===== config.mk =====
export PLATFORM = sky130hd
export DESIGN_NAME = i2c_write_master_flat
export DESIGN_NICKNAME = d
export VERILOG_FILES = /design/src/rtl/i2c_write_master_if.sv /design/src/rtl/i2c_write_master.sv /design/src/flat_wrapper.sv
export SDC_FILE = /design/constraint.sdc
export NUM_CORES = 1
export LEC_CHECK = 0
export BUFFER_PORTS_ARGS = -buffer_cell sky130_fd_sc_hd__buf_2
export CORE_UTILIZATION = 38
export CTS_CLUSTER_DIAMETER = 30
export DETAILED_ROUTE_END_ITERATION = 7
export HOLD_SLACK_MARGIN = 0.05
export PLACE_DENSITY = 0.56
export SLEW_MARGIN = 20
export SYNTH_ARGS = -nofsm -noshare
export SYNTH_HDL_FRONTEND = slang
export SYNTH_SLANG_ARGS = --single-unit

===== constraint.sdc =====
create_clock -name i_clk -period 4.2 [get_ports i_clk]
set_input_delay 0.84 -clock i_clk [delete_from_list [all_inputs] [get_ports i_clk]]
set_output_delay 0.84 -clock i_clk [all_outputs]
set_load 0.02 [all_outputs]

===== src/rtl/i2c_write_master_if.sv =====
// i2c_write_master_if
//   Bundles the sequencer handshake and the open-drain pad signals of the
//   I2C write engine.
//   slave  : engine view (receives start/payload/sda_i, drives status and pads)
//   master : surrounding logic view (config sequencer plus pad wrapper)
//   Signals:
//     start      request one write transaction
//     address    7-bit slave address (sent as {address,0})
//     data_0     first payload byte (register sub-address)
//     data_1     second payload byte (register value)
//     busy       transaction in progress, includes a start request seen in IDLE
//     done       one-cycle pulse when a transaction ends
//     ack_error  sticky NACK flag of the last transaction
//     scl_o      0 = pull SCL low, 1 = release
//     sda_o      0 = pull SDA low, 1 = release
//     sda_i      sampled SDA pad value
interface i2c_write_master_if;
  logic       start;
  logic [6:0] address;
  logic [7:0] data_0;
  logic [7:0] data_1;
  logic       busy;
  logic       done;
  logic       ack_error;
  logic       scl_o;
  logic       sda_o;
  logic       sda_i;

  modport slave (
    input  start, address, data_0, data_1, sda_i,
    output busy, done, ack_error, scl_o, sda_o
  );

  modport master (
    output start, address, data_0, data_1, sda_i,
    input  busy, done, ack_error, scl_o, sda_o
  );
endinterface


===== src/rtl/i2c_write_master.sv =====
// i2c_write_master
//   Single-master, write-only I2C engine. Each accepted start emits
//   START, {address,0}, data_0, data_1, STOP on open-drain SCL/SDA with an
//   ACK check after every byte. A NACK skips the remaining bytes and goes
//   straight to STOP. No clock stretching, no arbitration.
//   Ports:
//     i_clk   system clock
//     i_rst   synchronous, active-high reset
//     bus     i2c_write_master_if.slave (handshake, status, pads)
//   Parameter:
//     CLK_DIV clk cycles per SCL quarter period (>= 2)
//
//   state | meaning
//   ------+---------------------------------------------------------
//   IDLE  | bus released, waiting for start
//   START | 4q: SDA falls while SCL high in q2
//   BIT   | 4q per data bit, SDA set in q0, SCL high in q2-q3
//   ACK   | 4q, SDA released, slave answer sampled at end of q2
//   STOP  | 4q: SCL rises in q1, SDA rises in q2
module i2c_write_master #(
  parameter int CLK_DIV = 125
) (
  input  logic                  i_clk,
  input  logic                  i_rst,
  i2c_write_master_if.slave     bus
);

  localparam int DIV_W = (CLK_DIV > 1) ? $clog2(CLK_DIV) : 1;
  localparam logic [DIV_W-1:0] DIV_LAST = DIV_W'(CLK_DIV - 1);

  typedef enum logic [2:0] {
    S_IDLE  = 3'd0,
    S_START = 3'd1,
    S_BIT   = 3'd2,
    S_ACK   = 3'd3,
    S_STOP  = 3'd4
  } state_t;

  state_t           r_state;
  logic [1:0]       r_q;
  logic [DIV_W-1:0] r_div;
  logic [2:0]       r_bit;
  logic [1:0]       r_byte;
  logic             r_scl;
  logic             r_sda;
  logic             r_done;
  logic             r_ack_error;
  logic [6:0]       r_addr;
  logic [7:0]       r_d0;
  logic [7:0]       r_d1;

  state_t           w_nxt_state;
  logic [1:0]       w_nxt_q;
  logic [DIV_W-1:0] w_nxt_div;
  logic [2:0]       w_nxt_bit;
  logic [1:0]       w_nxt_byte;
  logic             w_nxt_scl;
  logic             w_nxt_sda;
  logic             w_nxt_done;
  logic             w_nxt_ack_error;
  logic [6:0]       w_nxt_addr;
  logic [7:0]       w_nxt_d0;
  logic [7:0]       w_nxt_d1;

  logic             w_q_end;
  logic             w_phase_end;
  logic [7:0]       w_tx_byte;

  assign w_q_end     = (r_div == DIV_LAST);
  assign w_phase_end = w_q_end && (r_q == 2'd3);

  // Byte that will be on the wire in the next cycle; only consulted in BIT.
  always_comb begin
    w_tx_byte = r_d1;
    case (w_nxt_byte)
      2'd0:    w_tx_byte = {r_addr, 1'b0};
      2'd1:    w_tx_byte = r_d0;
      default: w_tx_byte = r_d1;
    endcase
  end

  always_comb begin
    w_nxt_state     = r_state;
    w_nxt_q         = r_q;
    w_nxt_div       = r_div;
    w_nxt_bit       = r_bit;
    w_nxt_byte      = r_byte;
    w_nxt_done      = 1'b0;
    w_nxt_ack_error = r_ack_error;
    w_nxt_addr      = r_addr;
    w_nxt_d0        = r_d0;
    w_nxt_d1        = r_d1;

    // Quarter timebase runs only while a transaction is active.
    if (r_state != S_IDLE) begin
      if (w_q_end) begin
        w_nxt_div = '0;
        w_nxt_q   = r_q + 2'd1;
      end else begin
        w_nxt_div = r_div + 1'b1;
      end
    end

    case (r_state)
      S_IDLE: begin
        if (bus.start) begin
          w_nxt_state     = S_START;
          w_nxt_q         = 2'd0;
          w_nxt_div       = '0;
          w_nxt_bit       = 3'd7;
          w_nxt_byte      = 2'd0;
          w_nxt_ack_error = 1'b0;
          w_nxt_addr      = bus.address;
          w_nxt_d0        = bus.data_0;
          w_nxt_d1        = bus.data_1;
        end
      end
      S_START: begin
        if (w_phase_end) w_nxt_state = S_BIT;
      end
      S_BIT: begin
        if (w_phase_end) begin
          if (r_bit == 3'd0) w_nxt_state = S_ACK;
          else               w_nxt_bit   = r_bit - 3'd1;
        end
      end
      S_ACK: begin
        // Slave answer is taken on the last clk of q2, mid SCL-high.
        if ((r_q == 2'd2) && w_q_end && bus.sda_i) w_nxt_ack_error = 1'b1;
        if (w_phase_end) begin
          // ack_error was cleared at accept, so it reflects this transaction only.
          if (r_ack_error || (r_byte == 2'd2)) begin
            w_nxt_state = S_STOP;
          end else begin
            w_nxt_state = S_BIT;
            w_nxt_byte  = r_byte + 2'd1;
            w_nxt_bit   = 3'd7;
          end
        end
      end
      S_STOP: begin
        if (w_phase_end) begin
          w_nxt_state = S_IDLE;
          w_nxt_done  = 1'b1;
        end
      end
      default: w_nxt_state = S_IDLE;
    endcase
  end

  // Pad levels are derived from the next state so they can be registered
  // and still line up with the state they belong to.
  always_comb begin
    w_nxt_scl = 1'b1;
    w_nxt_sda = 1'b1;
    case (w_nxt_state)
      S_START: begin
        w_nxt_scl = 1'b1;
        w_nxt_sda = ~w_nxt_q[1];
      end
      S_BIT: begin
        w_nxt_scl = w_nxt_q[1];
        w_nxt_sda = w_tx_byte[w_nxt_bit];
      end
      S_ACK: begin
        w_nxt_scl = w_nxt_q[1];
        w_nxt_sda = 1'b1;
      end
      S_STOP: begin
        w_nxt_scl = (w_nxt_q != 2'd0);
        w_nxt_sda = w_nxt_q[1];
      end
      default: begin
        w_nxt_scl = 1'b1;
        w_nxt_sda = 1'b1;
      end
    endcase
  end

  always_ff @(posedge i_clk) begin
    if (i_rst) begin
      r_state     <= S_IDLE;
      r_q         <= 2'd0;
      r_div       <= '0;
      r_bit       <= 3'd0;
      r_byte      <= 2'd0;
      r_scl       <= 1'b1;
      r_sda       <= 1'b1;
      r_done      <= 1'b0;
      r_ack_error <= 1'b0;
      r_addr      <= 7'd0;
      r_d0        <= 8'd0;
      r_d1        <= 8'd0;
    end else begin
      r_state     <= w_nxt_state;
      r_q         <= w_nxt_q;
      r_div       <= w_nxt_div;
      r_bit       <= w_nxt_bit;
      r_byte      <= w_nxt_byte;
      r_scl       <= w_nxt_scl;
      r_sda       <= w_nxt_sda;
      r_done      <= w_nxt_done;
      r_ack_error <= w_nxt_ack_error;
      r_addr      <= w_nxt_addr;
      r_d0        <= w_nxt_d0;
      r_d1        <= w_nxt_d1;
    end
  end

  // Start is folded in so a sequencer sees busy in its own start cycle.
  assign bus.busy      = (r_state != S_IDLE) || bus.start;
  assign bus.done      = r_done;
  assign bus.ack_error = r_ack_error;
  assign bus.scl_o     = r_scl;
  assign bus.sda_o     = r_sda;

endmodule


===== src/flat_wrapper.sv =====
// flat-port wrapper written by rule: the top's interface ports become plain ports
module i2c_write_master_flat 
#(
  parameter int CLK_DIV = 125
)
  (i_clk, i_rst, bus_start, bus_address, bus_data_0, bus_data_1, bus_sda_i, bus_busy, bus_done, bus_ack_error, bus_scl_o, bus_sda_o);
  i2c_write_master_if bus_i ();
  input  logic i_clk;
  input  logic i_rst;
  input wire logic [$bits(bus_i.start)-1:0] bus_start;
  input wire logic [$bits(bus_i.address)-1:0] bus_address;
  input wire logic [$bits(bus_i.data_0)-1:0] bus_data_0;
  input wire logic [$bits(bus_i.data_1)-1:0] bus_data_1;
  input wire logic [$bits(bus_i.sda_i)-1:0] bus_sda_i;
  output wire logic [$bits(bus_i.busy)-1:0] bus_busy;
  output wire logic [$bits(bus_i.done)-1:0] bus_done;
  output wire logic [$bits(bus_i.ack_error)-1:0] bus_ack_error;
  output wire logic [$bits(bus_i.scl_o)-1:0] bus_scl_o;
  output wire logic [$bits(bus_i.sda_o)-1:0] bus_sda_o;
  assign bus_i.start = bus_start;
  assign bus_i.address = bus_address;
  assign bus_i.data_0 = bus_data_0;
  assign bus_i.data_1 = bus_data_1;
  assign bus_i.sda_i = bus_sda_i;
  assign bus_busy = bus_i.busy;
  assign bus_done = bus_i.done;
  assign bus_ack_error = bus_i.ack_error;
  assign bus_scl_o = bus_i.scl_o;
  assign bus_sda_o = bus_i.sda_o;
  i2c_write_master #(.CLK_DIV(CLK_DIV)) u_core (.i_clk(i_clk), .i_rst(i_rst), .bus(bus_i));
endmodule

## Word level (Yosys, flattened, before mapping)

Cells that the tools add are included.

| word-level totals | value |
|---|---|
| register bits after elaboration | 44 |
| input bits | 27 |
| logic and storage cells | 84 |

| operators by class | value |
|---|---|
| add/sub/neg operators | 4 |
| $lt $le $gt $ge | 1 |
| eq/ne operators | 15 |
| muxes and demuxes | 35 |
| bitwise gates (word level) | 2 |
| reductions and logical operators | 15 |

Operator list:

| operator | count |
|---|---|
| $mux 3 | 12 |
| $mux 7 | 4 |
| $pmux 8 s2 | 1 |
| $pmux 3 s5 | 1 |
| $mux 2 | 7 |
| $eq 3x2->1 const B | 4 |
| $pmux 3 s3 | 1 |
| $add 7x1->7 const B | 1 |
| $eq 7x7->1 const B | 1 |
| $eq 2x2->1 const B | 3 |
| $eq 3x1->1 const B | 2 |
| $eq 3x3->1 const B | 2 |
| $logic_not 3->1 | 2 |
| $add 2x1->2 const B | 2 |
| $lt 3x4->1 const B | 1 |
| $mux 1 | 4 |
| $pmux 1 s2 | 2 |
| $pmux 2 s2 | 1 |
| $reduce_bool 2->1 | 2 |
| $reduce_or 2->1 | 2 |
| $bmux 1 s3 | 1 |
| $logic_and 1x1->1 | 3 |
| $pmux 1 s3 | 1 |
| $reduce_and 3->1 | 1 |
| other kinds (9) | 11 |

## Depth between registers and ports, before layout

| depth | value |
|---|---|
| depth in word-level cells | 10 |
| mapped depth | 10 |
| depth with buffers taken out | 10 |

## Worst setup path before layout

No wires, ideal clock.

| path | value |
|---|---|
| path kind | reg2reg |
| from | register u_core.r_byte[0] |
| to | register u_core.r_sda, in the netlist u_core.bus.sda_o |
| setup time | 0.060 ns |
| data arrival time | 3.089 ns |
| required time | 4.140 ns |
| slack | 1.051 ns |
| cell stages (with the launch flop) | 11 |
| path buffers | 0 |
| cells stage by stage | dfxtp_1 inv_1 ha_1 or3b_4 nor4_4 mux2i_2 mux2_2 nor2_1 o32a_1 a2111oi_0 a221o_1 |

| on the way | value |
|---|---|
| cells in the longest elaborated chain, start to end | 10 |

Ends and longest elaborated chain:

| what | RTL line | RTL |
|---|---|---|
| start, declared | i2c_write_master.sv:43 | `logic [1:0] r_byte;` |
| start signal, assigned | i2c_write_master.sv:199 | `r_byte <= w_nxt_byte;` |
| parallel branches: the longest is 9 deep, another holds $add 2x1->2 | -- |  |
| $pmux 1 s3 * | i2c_write_master.sv:156 | `case (w_nxt_state)` |
| end signal, assigned | i2c_write_master.sv:201 | `r_sda <= w_nxt_sda;` |
| end, declared | i2c_write_master.sv:45 | `logic r_sda;` |

Every way passes the cells marked *. The select of a mux whose other input is x is not followed.
A chain may end at the register's enable or synchronous reset.

## Worst setup path in the final report

Same ends and word-level chain as after synthesis.

==> summary by stage <==
Finish
The fraction of final layout cells with drive strength greater than 1 is 0.163. The number of antenna diodes in the final layout is 0. The sequential standard cell area is 881 um2. The final-stage net count is 346. The final instance area is 2520 um2. The synthesis-to-layout area growth is 13.3%.

Summing all multi-input logic gate instances after layout gives 1250 um2. The layout has 591 filler cells.

Placement
The total of buffers placed on input and output ports is 31. Once detailed placement completed, the half-perimeter wirelength came to 3.56 mm. The congestion estimate from routability-driven global placement came to 0.819.

The placed instances occupy a cell area of 2420 um2.

Critical path
The beginning of the worst register-to-register path is u_core.r_byte[0]. The critical path data required time is 4440 ps. The signal on the critical path passes through inv_1, ha_1, or3b_4, nor4_4, mux2i_2, mux2_2, nor2_1, o32a_1, a2111oi_0, a221o_1. In this design, the largest share of critical-path delay is due to compound AO/OA/AOI/OAI gates. The number of cells on the critical path is 10. The capture point of the worst reg-to-reg path is u_core.bus.sda_o. Across all register-to-register paths, the minimum setup slack is 640 ps. The capturing element of the worst setup path is u_core.bus.sda_o. The arrival time of data at the critical path endpoint is 3800 ps. Among all stages on the critical path, the largest delay is contributed by sky130_fd_sc_hd__mux2i_2. STA classifies the critical path startpoint as a flop. STA classifies the critical path endpoint as a flop.

The critical path class is flop to flop. The worst path buffer plus inverter count is 1. The number of cells on the worst reg-to-reg path is 10. In this run the worst path has a maximum fanout of 10.

On the worst path, the slowest cell contributes a delay of 650 ps. The timing startpoint of the critical path is u_core.r_byte[0].

Timing
The share of the clock period used by the worst path is 0.847. The number of setup violations in the final report is 0. For the pin with the worst max-slew slack, the measured transition is 770 ps.

Setup repair after global routing left no endpoint under its margin. The number of pins with negative max-slew slack in the final report is 0. The total negative setup slack is 0 ps. The number of hold violations in the final report is 0. The max-slew headroom at the worst pin is 0.472. Hold timing on the final database bottoms out at a slack of 453 ps. Static timing analysis puts the maximum clock frequency at 281 MHz. The worst path in the final design needs a cycle of 3560 ps, including I/O delays and setup. The worst clock skew on the final layout is 2.66 ps.

Yosys
The library cell occupying the most area in the post-synthesis netlist is sky130_fd_sc_hd__dfxtp_1. In the synthesized netlist the dominant register cell turns out to be sky130_fd_sc_hd__dfxtp_1. The combinational family with the most area after synthesis is simple AND/OR/NAND/NOR gates. By count the netlist is led by sky130_fd_sc_hd__nand2_1 (64), sky130_fd_sc_hd__dfxtp_1 (44), sky130_fd_sc_hd__a21oi_1 (33). In the post-synthesis netlist, the biggest area contributors are sky130_fd_sc_hd__dfxtp_1 (40%), sky130_fd_sc_hd__nand2_1 (11%), sky130_fd_sc_hd__a21oi_1 (7.4%), sky130_fd_sc_hd__nor2_1 (5.2%), sky130_fd_sc_hd__ha_1 (3.9%). During synthesis, Yosys emitted a total of 0 warnings. The count of flip-flops with a built-in enable after synthesis is 0. The share of synthesized area occupied by flip-flops and latches is 0.396. The mapped netlist covers 2220 um2. When the netlist entered floorplanning its net count stood at 321. The proportion of register bits with asynchronous set or reset after synthesis is 0. The parity-gate share of the synthesized area counting xor and xnor cells is 0.0157.

The post-synthesis compound-gate area fraction is 0.170. The average cell area after synthesis is 7.75 um2. The most common cell in the netlist is sky130_fd_sc_hd__nand2_1. In this run, synthesis produced a sequential element count of 44. The synthesized-area fraction occupied by and/or/nand/nor cells is 0.300. The synthesized netlist cell count is 287.

The adder-cell share of the synthesized area is 0.0394. The number of library cell types mapped by synthesis is 48. The fraction of synthesized cell area taken by the top area cell type is 0.396. The multiplexer fraction of the synthesized cell area is 0.0343.

Power and ir drop
The clock group share of total power is 0.345. The proportion of total power due to net switching is 0.266. The standby leakage power is 0.971 nW. Power spread over the standard cell area amounts to 329 nW/um2. The share of total power dissipated in combinational logic is 0.116. The internal power of the cells totals 609 uW. The worst IR drop on VDD is 157 uV.

Of the total power, registers draw 0.539. The net switching power figure is 221 uW.

Clock network
The number of gates given a new drive strength after cts is 0. The maximum buffer depth of the clock tree is 2. The TritonCTS clock tree is done.

The clock drives 44 sinks. The clock-pin slew on the worst setup and hold paths is 90 ps. The insertion delay of the later-clocked pin in the worst-skew pair is 300 ps. The number of buffers created by CTS is 5. Post-CTS timing repair inserted 0 buffers for setup.

The count of H-tree levels built during CTS is 2. For this design, the CTS-stage hold fixing added 0 buffers. CTS placed an instance of sky130_fd_sc_hd__clkbuf_8 at the clock tree root.

Die
The die outline width is 78.5 um. 32 I/O pins were placed. After floorplanning, the core was sized to cover 5570 um2. The floorplan step defined a die boundary enclosing 6160 um2. The initial standard-cell utilization of the core is 0.399.

The number of standard-cell rows in the floorplan is 27. From bottom edge to top edge, the die measures 78.5 um.

Drt
The remaining design rule violation count is 0. Across all layers, the routed design uses 1,964 vias. The length of the first detailed-routing pass in iterations is 4. The antenna violation net count after detailed routing is 0. The total routed wirelength is 5.02 mm.

The initial DRC count is 113. The per-cell routed wire length is 13.0 um. In the routed layout, each cell is associated on average with a via count of 5.10.

Run
The number of violations of the max-capacitance limit is 0.

GRT
The number of antenna violations at the first check in global routing is 0. In this run the most used layer during global routing was met2. For met1 alone, demand over resource in global routing was 0.252. Across every metal layer, demand over resource in global routing totals 0.174.

The largest net degree at the start of global routing is 42. The via count of the first global-routing pass is 1,751. The wire length of the first global-routing pass is 8.45 mm. For this run, global-route usage on met2 was measured as 0.255.

For this run the aggregate overflow at the end of global routing stands at 0. In the global route stage, met3 resource usage came out at 0.0349.

Status
The flow ran to the end, and the final reports show no timing, DRC or antenna violations.

Min path
The path class of the tightest hold or removal check is flop to flop.
-- worst register-to-register path: cells and delay by family (launching register included) --
kind | cells | cell delay, ps
AOI/OAI and AO/OA | 3 | 960
adders and majority gates | 1 | 210
buffers and inverters | 1 | 80
DFF | 1 | 390
muxes | 2 | 930
and+or+nand+nor | 3 | 950
-- worst min path at each step --
stage,start,to,depth (start not counted)
3_3_place_gp,u_core.r_addr[0],u_core.r_addr[0],2
3_5_place_dp,u_core.r_d0[1],u_core.r_d0[1],2
6_report,u_core.r_d0[1],u_core.r_d0[1],2
4_1_cts,u_core.r_d0[1],u_core.r_d0[1],2
2_1_floorplan,u_core.r_d0[5],u_core.r_d0[5],2
5_1_grt,u_core.r_d0[4],u_core.r_d0[4],2
-- placed cells by master (no fill, tap or decap), types with 2 or more instances in the layout --
master	Yosys	final
sky130_fd_sc_hd__nand2_1	64	64
sky130_fd_sc_hd__dfxtp_1	44	44
sky130_fd_sc_hd__a21oi_1	33	33
sky130_fd_sc_hd__nor2_1	31	31
sky130_fd_sc_hd__buf_2	3	31
sky130_fd_sc_hd__inv_1	10	10
sky130_fd_sc_hd__nor3_1	8	8
sky130_fd_sc_hd__o21ai_0	8	8
sky130_fd_sc_hd__ha_1	7	7
sky130_fd_sc_hd__clkbuf_8	0	6
sky130_fd_sc_hd__nand3_1	5	5
sky130_fd_sc_hd__nand3b_1	4	4
sky130_fd_sc_hd__nor2b_1	4	4
sky130_fd_sc_hd__nand4_1	4	4
sky130_fd_sc_hd__mux2i_1	4	4
sky130_fd_sc_hd__nor4_1	3	3
sky130_fd_sc_hd__a41oi_1	3	3
sky130_fd_sc_hd__xor2_1	3	3
sky130_fd_sc_hd__nand2b_1	2	2
sky130_fd_sc_hd__a211oi_1	2	2
sky130_fd_sc_hd__a211o_1	2	2
sky130_fd_sc_hd__and3_1	2	2
sky130_fd_sc_hd__a221o_1	2	2
sky130_fd_sc_hd__a31oi_1	2	2
sky130_fd_sc_hd__mux2_2	2	2
sky130_fd_sc_hd__buf_4	0	2
-- state kept, by name, indices dropped and copies added (netlist names) --
register              cells
u_core.r_d0               8
u_core.r_d1               8
u_core.r_addr             7
u_core.r_div              7
u_core.r_bit              3
u_core.r_state            3
u_core.r_byte             2
u_core.r_q                2
u_core.bus.ack_error      1
u_core.bus.done           1
u_core.bus.scl_o          1
u_core.bus.sda_o          1
-- power by group through the flow --
stage          Clock [mW]  Combinational (mW)  Sequential [mW]
3_3_place_gp            0              0.0965            0.457
6_report            0.286              0.0964            0.447
5_1_grt             0.312               0.110            0.449
2_1_floorplan           0              0.0709            0.451
4_1_cts             0.294              0.0978            0.447
3_5_place_dp            0              0.0974            0.457
-- metrics by stage --
stage          instances  total power [mW]  utilization  worst slack [ps]
2_1_floorplan        287             0.522            -              1050
3_3_place_gp         377             0.553        0.435               781
3_5_place_dp         377             0.554        0.435               655
4_1_cts              385             0.839        0.452               627
5_1_grt              385             0.871        0.452               334
6_report             385             0.829        0.452               642
-- kinds of logic after synthesis --
kind of cell / after synthesis
adders and majority gates: 7
buffers and inverters: 25
xor gates and xnor gates: 4
and+or+nand+nor: 139
muxes: 7
DFF: 44
AOI/OAI and AO/OA: 61
-- per-layer routing --
| layer | share of wire | up-vias | wire length, um |
|---|---|---|---|
| met1 | 0.53 | 884 | 2650 |
| met4 | 0.010 | 0 | 51 |
| met2 | 0.42 | 32 | 2130 |
| li1 | - | 1043 | - |
| met3 | 0.037 | 5 | 188 |
| met5 | 0 | - | 0 |
-- layout make-up --
class                   count  area share
well taps                  72      0.0357
flip-flops and latches     44       0.349
multi-input cells         218       0.494
clock inverters             2     0.00546
clock buffers               6      0.0328
repair buffers             33      0.0675
inverters                  10      0.0149
Power figures use the tool's default switching activity.
